$ cat src/rtl/msbs_t3_batch_ctrl_pkg.sv
// Shared definitions for the mSBS key-equation batch sequencers (t=2/3/4).
// Holds the 3-bit binary state encoding and the slot-counter width helper.
package msbs_t3_batch_ctrl_pkg;

  // Sequencer states, 3-bit binary encoding shared by all sequencer variants.
  localparam logic [2:0] ST_IDLE  = 3'd0;
  localparam logic [2:0] ST_CLEAR = 3'd1;
  localparam logic [2:0] ST_FILL  = 3'd2;
  localparam logic [2:0] ST_PAD   = 3'd3;
  localparam logic [2:0] ST_DRAIN = 3'd4;
  localparam logic [2:0] ST_HOLD  = 3'd5;

  // Width of a counter that must represent 0..slots inclusive.
  function automatic int ctrl_cnt_w(input int slots);
    return $clog2(slots + 1);
  endfunction

endpackage

$ cat src/rtl/msbs_t3_batch_ctrl.sv
// Batch sequencer for the t=3 mSBS key-equation stage.
// Accepts one (S1,S3,S5) triple per codeword, groups KEY_EQ_BUF codewords into a
// batch (zero-padding partial batches on flush), drives the stage's Srst/en/done
// controls with aligned syndromes, and holds the finished batch until downstream
// accepts it. Every output is a register.
module msbs_t3_batch_ctrl
  import msbs_t3_batch_ctrl_pkg::*;
#(
  parameter int  GF_LEN     = 10,
  parameter int  KEY_EQ_BUF = 8,
  localparam int CNT_W      = ctrl_cnt_w(KEY_EQ_BUF)
) (
  input  logic              clk,
  input  logic              in_ctr_Arst,
  input  logic              in_ctr_Srst,
  input  logic              in_synd_valid,
  output logic              out_synd_ready,
  input  logic [GF_LEN-1:0] in_synd1,
  input  logic [GF_LEN-1:0] in_synd3,
  input  logic [GF_LEN-1:0] in_synd5,
  output logic [GF_LEN-1:0] out_synd1,
  output logic [GF_LEN-1:0] out_synd3,
  output logic [GF_LEN-1:0] out_synd5,
  output logic              out_ctr_Srst,
  output logic              out_ctr_en,
  output logic              out_ctr_done,
  input  logic              in_flush,
  output logic              out_blk_valid,
  input  logic              in_blk_ready,
  output logic [CNT_W-1:0]  out_blk_cnt,
  output logic              out_busy
);

  // Slot count before the increment that fills the batch.
  localparam logic [CNT_W-1:0] LAST_SLOT = CNT_W'(KEY_EQ_BUF - 1);
  localparam logic [CNT_W-1:0] CNT_ONE   = CNT_W'(1);

  logic [2:0]        state_q, state_d;
  logic [CNT_W-1:0]  cnt_q, cnt_d;          // slots issued to the stage (real + pad)
  logic [CNT_W-1:0]  blk_cnt_q, blk_cnt_d;  // real codewords only
  logic              flush_pend_q, flush_pend_d;
  logic              ready_q, srst_q, en_q, done_q, blk_valid_q, busy_q;
  logic [GF_LEN-1:0] synd1_q, synd3_q, synd5_q;

  logic accept;     // a triple is taken on this edge
  logic pad_slot;   // a zero slot is issued on this edge
  logic slot_take;  // any slot (real or pad) is issued on this edge
  logic slot_last;  // the issued slot is the final one of the batch

  // Next-state and slot decode; a synchronous abort overrides everything.
  always_comb begin
    // NOTE: every variable gets a default before the case so no path leaves it
    // unassigned; an unassigned path in always_comb infers a latch.
    state_d      = state_q;
    flush_pend_d = flush_pend_q;
    accept       = 1'b0;
    pad_slot     = 1'b0;

    case (state_q)
      ST_IDLE:  state_d = ST_CLEAR;
      ST_CLEAR: state_d = ST_FILL;
      ST_FILL: begin
        accept = in_synd_valid & ready_q;
        if (accept) begin
          if (cnt_q == LAST_SLOT) begin
            // A full batch completes normally even if a flush arrives with it.
            state_d      = ST_DRAIN;
            flush_pend_d = 1'b0;
          end else if (in_flush) begin
            flush_pend_d = 1'b1;
          end
        end else if (flush_pend_q || (in_flush && (cnt_q != '0))) begin
          pad_slot     = 1'b1;
          flush_pend_d = 1'b0;
          state_d      = (cnt_q == LAST_SLOT) ? ST_HOLD : ST_PAD;
        end
      end
      ST_PAD: begin
        pad_slot = 1'b1;
        if (cnt_q == LAST_SLOT) state_d = ST_HOLD;
      end
      ST_DRAIN: state_d = ST_HOLD;
      ST_HOLD:  if (blk_valid_q && in_blk_ready) state_d = ST_CLEAR;
      default:  state_d = ST_IDLE;
    endcase

    if (in_ctr_Srst) begin
      state_d      = ST_CLEAR;
      flush_pend_d = 1'b0;
      accept       = 1'b0;
      pad_slot     = 1'b0;
    end
  end

  assign slot_take = accept | pad_slot;
  assign slot_last = slot_take && (cnt_q == LAST_SLOT);

  // Counter next values: any entry into CLEAR restarts the batch.
  always_comb begin
    cnt_d     = cnt_q;
    blk_cnt_d = blk_cnt_q;
    if (state_d == ST_CLEAR) begin
      cnt_d     = '0;
      blk_cnt_d = '0;
    end else begin
      if (slot_take) cnt_d     = cnt_q + CNT_ONE;
      if (accept)    blk_cnt_d = blk_cnt_q + CNT_ONE;
    end
  end

  // FSM state and registered control outputs, decoded from the next state.
  always_ff @(posedge clk or posedge in_ctr_Arst) begin
    if (in_ctr_Arst) begin
      state_q     <= ST_IDLE;
      ready_q     <= 1'b0;
      srst_q      <= 1'b0;
      en_q        <= 1'b0;
      done_q      <= 1'b0;
      blk_valid_q <= 1'b0;
      busy_q      <= 1'b0;
    end else begin
      // NOTE: sequential state uses non-blocking assignments so every register
      // samples pre-edge values regardless of statement order.
      state_q     <= state_d;
      ready_q     <= (state_d == ST_FILL) && !flush_pend_d;
      srst_q      <= (state_d == ST_CLEAR);
      en_q        <= slot_take;
      done_q      <= slot_last;
      // Valid rises one cycle after HOLD is entered, so it never shares a
      // cycle with done and the stage outputs have settled.
      blk_valid_q <= (state_q == ST_HOLD) && (state_d == ST_HOLD);
      busy_q      <= (state_d != ST_IDLE);
    end
  end

  // Slot counter, real-codeword counter and pending-flush flag.
  always_ff @(posedge clk or posedge in_ctr_Arst) begin
    if (in_ctr_Arst) begin
      cnt_q        <= '0;
      blk_cnt_q    <= '0;
      flush_pend_q <= 1'b0;
    end else begin
      cnt_q        <= cnt_d;
      blk_cnt_q    <= blk_cnt_d;
      flush_pend_q <= flush_pend_d;
    end
  end

  // Syndrome registers: load on accept, zero on pad slots, otherwise hold.
  // They are reset because every output must read 0 during reset.
  always_ff @(posedge clk or posedge in_ctr_Arst) begin
    if (in_ctr_Arst) begin
      synd1_q <= '0;
      synd3_q <= '0;
      synd5_q <= '0;
    end else if (accept) begin
      synd1_q <= in_synd1;
      synd3_q <= in_synd3;
      synd5_q <= in_synd5;
    end else if (pad_slot) begin
      synd1_q <= '0;
      synd3_q <= '0;
      synd5_q <= '0;
    end
  end

  assign out_synd_ready = ready_q;
  assign out_synd1      = synd1_q;
  assign out_synd3      = synd3_q;
  assign out_synd5      = synd5_q;
  assign out_ctr_Srst   = srst_q;
  assign out_ctr_en     = en_q;
  assign out_ctr_done   = done_q;
  assign out_blk_valid  = blk_valid_q;
  assign out_blk_cnt    = blk_cnt_q;
  assign out_busy       = busy_q;

endmodule
$ cat config.mk
export PLATFORM = sky130hd
export DESIGN_NAME = msbs_t3_batch_ctrl
export DESIGN_NICKNAME = d
export VERILOG_FILES = /design/src/rtl/msbs_t3_batch_ctrl_pkg.sv /design/src/rtl/msbs_t3_batch_ctrl.sv
export SDC_FILE = /design/constraint.sdc
export NUM_CORES = 1
export LEC_CHECK = 0
export CAP_MARGIN = 20
export CORE_MARGIN = 2
export CORE_UTILIZATION = 44
export DETAILED_ROUTE_END_ITERATION = 7
export GPL_TIMING_DRIVEN = 0
export PLACE_DENSITY_LB_ADDON = 0.05
export SYNTH_ARGS = -nofsm -noshare
export SYNTH_HDL_FRONTEND = slang
export SYNTH_SLANG_ARGS = --single-unit
export TNS_END_PERCENT = 50
$ cat constraint.sdc
create_clock -name clk -period 2.45 [get_ports clk]
set_clock_uncertainty 0.2 [all_clocks]
set_input_delay 0.49 -clock clk [delete_from_list [all_inputs] [get_ports clk]]
set_output_delay 0.49 -clock clk [all_outputs]
set_load 0.005 [all_outputs]
== Word level (Yosys, flattened, before mapping) ==
Index checks and enable logic that the tools add are counted.

* Register bits after elaboration: 48
* Bits of input ports: 36
* Output and inout port bits: 40
* Logic and storage cells: 67

* Add/subtract/negate cells: 2
* Eq/ne operators: 9
* Muxes and demuxes: 28
* Bitwise gates (word level): 2
* Reductions and logical operators: 13

{| class="wikitable"
|+ Operators with widths
! cell !! count
|-
| $mux 10 || 4
|-
| $mux 3 || 7
|-
| $pmux 3 s6 || 1
|-
| $mux 4 || 4
|-
| $mux 1 || 11
|-
| $eq 3x2->1 const B || 3
|-
| $eq 3x3->1 const B || 3
|-
| $add 4x1->4 const B || 2
|-
| $eq 3x1->1 const B || 2
|-
| $reduce_bool 2->1 || 3
|-
| $logic_and 1x1->1 || 5
|-
| $eq 4x3->1 const B || 1
|-
| $reduce_bool 4->1 || 1
|-
| $logic_not 3->1 || 1
|-
| $reduce_bool 3->1 || 1
|-
| $pmux 1 s2 || 1
|-
| $and 1x1->1 || 1
|-
| $logic_not 1->1 || 1
|-
| $logic_or 1x1->1 || 1
|-
| $or 1x1->1 || 1
|}

== Depth between registers and ports, before layout ==
* Depth in word-level cells: 10
* Depth in mapped cells: 7
* Depth with buffers taken out: 6

== Worst setup path after synthesis ==
OpenSTA, ideal clock, no wires.

* Kind: register to register
* Start point: register cnt_q[0]
* End point: register cnt_q[3]
* Setup time: 0.133 ns
* Arrival time: 1.676 ns
* Required time: 2.117 ns
* Setup slack: 0.441 ns
* Cell stages (with the launch flop): 8
* Buffers on the path: 1
* Period minus slack after synthesis: 2.009 ns
* Cells stage by stage: dfrtp_1 inv_1 ha_1 or3b_1 a221oi_1 o221a_1 buf_6 a22oi_2

* Longest elaborated chain between the ends: 9
* Elaborated cells between the ends (all ways): 21
* Those cells by class: add/sub (1); eq/ne (2); mux (13); bitwise (1); reduce/logical (4)

{| class="wikitable"
|+ Ends and longest elaborated chain
! item !! line !! source
|-
| from (decl) || msbs_t3_batch_ctrl.sv:39 || <nowiki>logic [CNT_W-1:0] cnt_q, cnt_d;</nowiki>
|-
| from (signal assigned) || msbs_t3_batch_ctrl.sv:143 || <nowiki>cnt_q <= cnt_d;</nowiki>
|-
| $reduce_bool 4->1 || msbs_t3_batch_ctrl.sv:72 || <nowiki>end else if (flush_pend_q || (in_flush && (cnt_q != '0))) begin</nowiki>
|-
| $logic_and 1x1->1 || msbs_t3_batch_ctrl.sv:72 ||
|-
| $logic_or 1x1->1 || msbs_t3_batch_ctrl.sv:72 ||
|-
| $mux 3 / $mux 1 (equally long branches) || msbs_t3_batch_ctrl.sv:72 ||
|-
| $mux 3 / $mux 1 (equally long branches) || msbs_t3_batch_ctrl.sv:64 || <nowiki>if (accept) begin</nowiki>
|-
| $pmux 3 s6 / $pmux 1 s2 (equally long branches) || msbs_t3_batch_ctrl.sv:59 || <nowiki>case (state_q)</nowiki>
|-
| $mux 3 / $mux 1 (equally long branches) || msbs_t3_batch_ctrl.sv:87 || <nowiki>if (in_ctr_Srst) begin</nowiki>
|-
| $eq 3x1->1 / $or 1x1->1 (equally long branches) || msbs_t3_batch_ctrl.sv:102, msbs_t3_batch_ctrl.sv:95 ||
|-
| $mux 4 / $reduce_bool 2->1 (equally long branches) || -- ||
|}

Several ways; a longest one is shown, not always the timed one. The select of a mux whose other input is x is not followed.
A chain may end at the register's enable or synchronous reset.

== Worst setup path after layout ==
* Start point: input in_ctr_Srst
* End point: register synd5_q[6], in the netlist out_synd5[6]

* Longest elaborated chain between the ends: 2
* Elaborated cells between the ends (all ways): 4
* Those cells by class: mux (3); reduce/logical (1)

{| class="wikitable"
|+ Ends and longest elaborated chain
! item !! line !! source
|-
| from (decl) || msbs_t3_batch_ctrl.sv:15 || <nowiki>input logic in_ctr_Srst,</nowiki>
|-
| $mux 1 || msbs_t3_batch_ctrl.sv:87 ||
|-
| $mux 10 / $reduce_bool 2->1 (equally long branches) || -- ||
|-
| to (signal assigned) || msbs_t3_batch_ctrl.sv:159 || <nowiki>synd5_q <= in_synd5;</nowiki>
|-
| to (decl) || msbs_t3_batch_ctrl.sv:43 || <nowiki>logic [GF_LEN-1:0] synd1_q, synd3_q, synd5_q;</nowiki>
|}

Several ways; a longest one is shown, not always the timed one.

==> impl_summary.md <==
Routing
The detailed router placed 1,647 vias in this run. The final antenna-violating net count is 0. The detailed-route vias per instance is 5.58. The first TritonRoute pass finished after 4 iterations. The total wire length after detailed routing is 4.75 mm. The number of DRC violations after detailed-routing iteration 0 is 75. After detailed routing, the number of remaining DRC violations is 0. The routed wire length per instance is 16.1 um.

Timing
The final setup slack of the worst path is 159 ps. Setup repair after global routing left no endpoint under its margin. The time the final worst path needs with I/O delays and setup is 2290 ps. The hold violation total from the final report is 0. The number of pins with negative max-slew slack in the final report is 0. The setup total negative slack is 0 ps.

The number of setup violations in the final report is 0. In the finished design, the share of the clock period the worst path needs comes to 93.5%. For the pin with the worst max-slew slack, the measured transition is 412 ps.

Static timing analysis puts the maximum clock frequency at 436 MHz. The relative max-transition margin is 71.9%.

Synth
The synthesized netlist net count is 200. Synthesis inferred 48 register bits. The cell area after technology mapping is 0.00202 mm2. In this run, synthesis inferred 0 flip-flops with an integrated enable. Yosys mapped the design onto 40 distinct sky130hd cell types.

The number of warning messages in the yosys log is 0. The most used flip-flop cell after synthesis is sky130_fd_sc_hd__dfrtp_1. The number of standard cells after synthesis is 161. For this run, the register share of the synthesized area comes to 59.5%.

Of all flip-flops after synthesis, the portion carrying an async set or reset was 100%. A synthesized cell averages 12.5 um2.

Floorplan
From left edge to right edge, the die measures 71.7 um. In this run the standard cell core region covers 0.00438 mm2. After floorplanning, the core was divided into 24 placement rows.

The y dimension of the die is 71.7 um. Once the floorplan was initialized, standard cells occupied 46.1% of the core. The number of primary I/O pins is 76. The floorplan step defined a die boundary enclosing 0.00515 mm2.

Clock tree
The buffer type at the clock tree root is sky130_fd_sc_hd__clkbuf_8. Counting along the longest clock path gives a buffer depth of 2. The hold-fix buffer count after cts is 0. The later pin in the worst-skew pair is clocked with a latency of 300 ps. After clock tree synthesis, the setup repair step added 0 buffers. Counting the buffers created by CTS gives 5. The number of cells upsized or downsized after cts is 0. The clock transition at the register clock pins on the worst setup and hold paths after CTS is 80 ps. TritonCTS built the clock tree. In this run the number of H-tree levels came out at 2. The number of clock sinks is 48.

Placement
At the placement stage, the worst setup path has a slack of -195 ps. The total of buffers placed on input and output ports is 75. The final weighted congestion in routability-driven placement is 0.823.

The placed instances occupy a cell area of 0.00286 mm2. The HPWL after detailed placement is 3.40 mm.

Power and ir drop
The completed layout was analyzed and its total power is 1640 uW. Summed over all cells, the static leakage comes to 0.00130 uW. In this run the power density over the cells is 555 mW/mm2. The peak ir drop on the vdd network is 0.325 mV.

Setup path
The critical path in this run is classified as input pin to flop. The master of the slowest instance on the critical path is sky130_fd_sc_hd__clkdlybuf4s50_1. The startpoint of the lowest-slack register-to-register path is cnt_q[0]. The nature of the critical path endpoint is a flop.

The most critical setup path has its startpoint at in_ctr_Srst. Traced cell by cell, the critical path runs through clkdlybuf4s50_1 -> clkbuf_2 -> nor3b_1 -> a22oi_1 -> buf_2 -> buf_2 -> a22o_1. The most frequent cell on the critical path is sky130_fd_sc_hd__buf_2. The peak fanout along the critical path is 10. For the worst setup path, the data arrival time is 2280 ps.

At the worst endpoint, the required time is 2430 ps. The stage delay of the slowest cell on the critical path is 420 ps. The startpoint class of the critical path is an input pin.

Status
The flow ran to the end, and the final reports show no timing, DRC or antenna violations.

Final layout
The repair_antennas step left the layout with diodes totalling 0. Cells with a size suffix above 1 make up 9.47% of the layout. Measured on the finished design, the core utilization comes to 67.4%.

Counting the fill cells in the layout gives 336. The area added between synthesis and finish is 46.3%. After the last flow step, the layout net total stands at 283.

The finished layout cell area is 0.00296 mm2.

GRT
The largest net degree at the start of global routing is 38. The total overflow left after global routing is 0. The initial antenna violation count was 0.

In the global route stage, overall resource usage came out at 18.8%. The first global-routing pass estimated 7.62 mm of wire. The number of global-route vias before repair is 1,622.

Run
The count of maximum capacitance violations is 0.

Hold path
In this run the worst hold path is classified as input pin to asynchronous set/reset pin.
==> flip-flops by register name (all words and copies together) (netlist names) <==
register and count:
cnt_q 4, flush_pend_q 1, out_blk_cnt 4, out_blk_valid 1, out_busy 1, out_ctr_Srst 1
out_ctr_done 1, out_ctr_en 1, out_synd1 10, out_synd3 10, out_synd5 10, out_synd_ready 1
state_q 3
==> worst max-delay path: cells and delay by family <==
family          cells  cell delay [ps]
compound gates      2              410
buf+inv             4             1040
simple gates        1              340
==> layer usage <==
layer  track usage, %  share of wire (%)  up-vias
met3             6.61                6.1        8
met1             23.3                 42      806
met4             6.08                1.2        0
met5                0                  0        -
li1                 -                  -      763
met2             31.0                 51       70
==> worst paths after layout <==
path | slack, ps | depth (start not counted) | to
setup / recovery | 160 | 7 | out_synd5[6]
hold / removal | 250 | 2 | out_synd5[0]
setup reg to reg | 170 | 7 | out_synd5[6]
hold reg to reg | 310 | 1 | out_synd3[7]
max in group asynchronous | 1330 | 3 | flush_pend_q
min in group clk | 310 | 1 | out_synd3[7]
==> kinds of logic after synthesis <==
kind of cell / Yosys count / synth area share, %
flops: 48 / 59.5
buf+inv: 19 / 4.46
compound gates: 52 / 20.9
simple gates: 33 / 10.5
mux: 2 / 0.991
xor+xnor: 4 / 1.74
fa+ha+maj: 3 / 1.86
==> synth_stat cells (4+ instances only) <==
master,instances,area share (%)
sky130_fd_sc_hd__buf_2,9,2.2
sky130_fd_sc_hd__a21oi_1,6,1.5
sky130_fd_sc_hd__nand3b_1,4,1.5
sky130_fd_sc_hd__inv_1,6,1.1
sky130_fd_sc_hd__dfrtp_1,48,59
sky130_fd_sc_hd__a22o_1,30,13
sky130_fd_sc_hd__nand3_1,4,0.99
==> where the power goes <==
| part | switching (uW) | internal [uW] |
|---|---|---|
| Clock | 246 | 293 |
| Combinational | 123 | 140 |
| Sequential | 19.9 | 819 |
==> through the flow <==
stage	std cells	hold slack, ps
2_1_floorplan	161	298
3_3_place_gp	288	287
3_5_place_dp	289	292
4_1_cts	295	255
5_1_grt	295	263
6_report	295	251
==> layout make-up <==
| class | count | area, um2 | share of cell area, % |
|---|---|---|---|
| clock inverter | 1 | 30.0 | 1.02 |
| inverter | 6 | 22.5 | 0.762 |
| tap | 52 | 65.1 | 2.20 |
| timing repair buffer | 76 | 771 | 26.1 |
| buffer | 13 | 68.8 | 2.33 |
| sequential | 48 | 1200 | 40.6 |
| clock buffer | 5 | 68.8 | 2.33 |
| multi-input combinational | 94 | 728 | 24.6 |
==> layout by cell type (no fill, tap or decap), types with 2 or more instances in the layout <==
master / instances
sky130_fd_sc_hd__a21oi_1: 6
sky130_fd_sc_hd__a22o_1: 30
sky130_fd_sc_hd__a22oi_2: 2
sky130_fd_sc_hd__a2bb2oi_1: 2
sky130_fd_sc_hd__a31oi_1: 2
sky130_fd_sc_hd__buf_2: 9
sky130_fd_sc_hd__clkbuf_1: 2
sky130_fd_sc_hd__clkbuf_8: 5
sky130_fd_sc_hd__clkdlybuf4s50_1: 75
sky130_fd_sc_hd__dfrtp_1: 48
sky130_fd_sc_hd__ha_1: 3
sky130_fd_sc_hd__inv_1: 5
sky130_fd_sc_hd__mux2i_1: 2
sky130_fd_sc_hd__nand3_1: 4
sky130_fd_sc_hd__nand3b_1: 4
sky130_fd_sc_hd__nor2_1: 3
sky130_fd_sc_hd__nor2b_1: 2
sky130_fd_sc_hd__nor3_1: 3
sky130_fd_sc_hd__o21ai_0: 2
sky130_fd_sc_hd__o22ai_1: 2
sky130_fd_sc_hd__or3_1: 3
sky130_fd_sc_hd__or3b_1: 3
sky130_fd_sc_hd__xnor2_1: 3
Power figures use the tool's default switching activity.
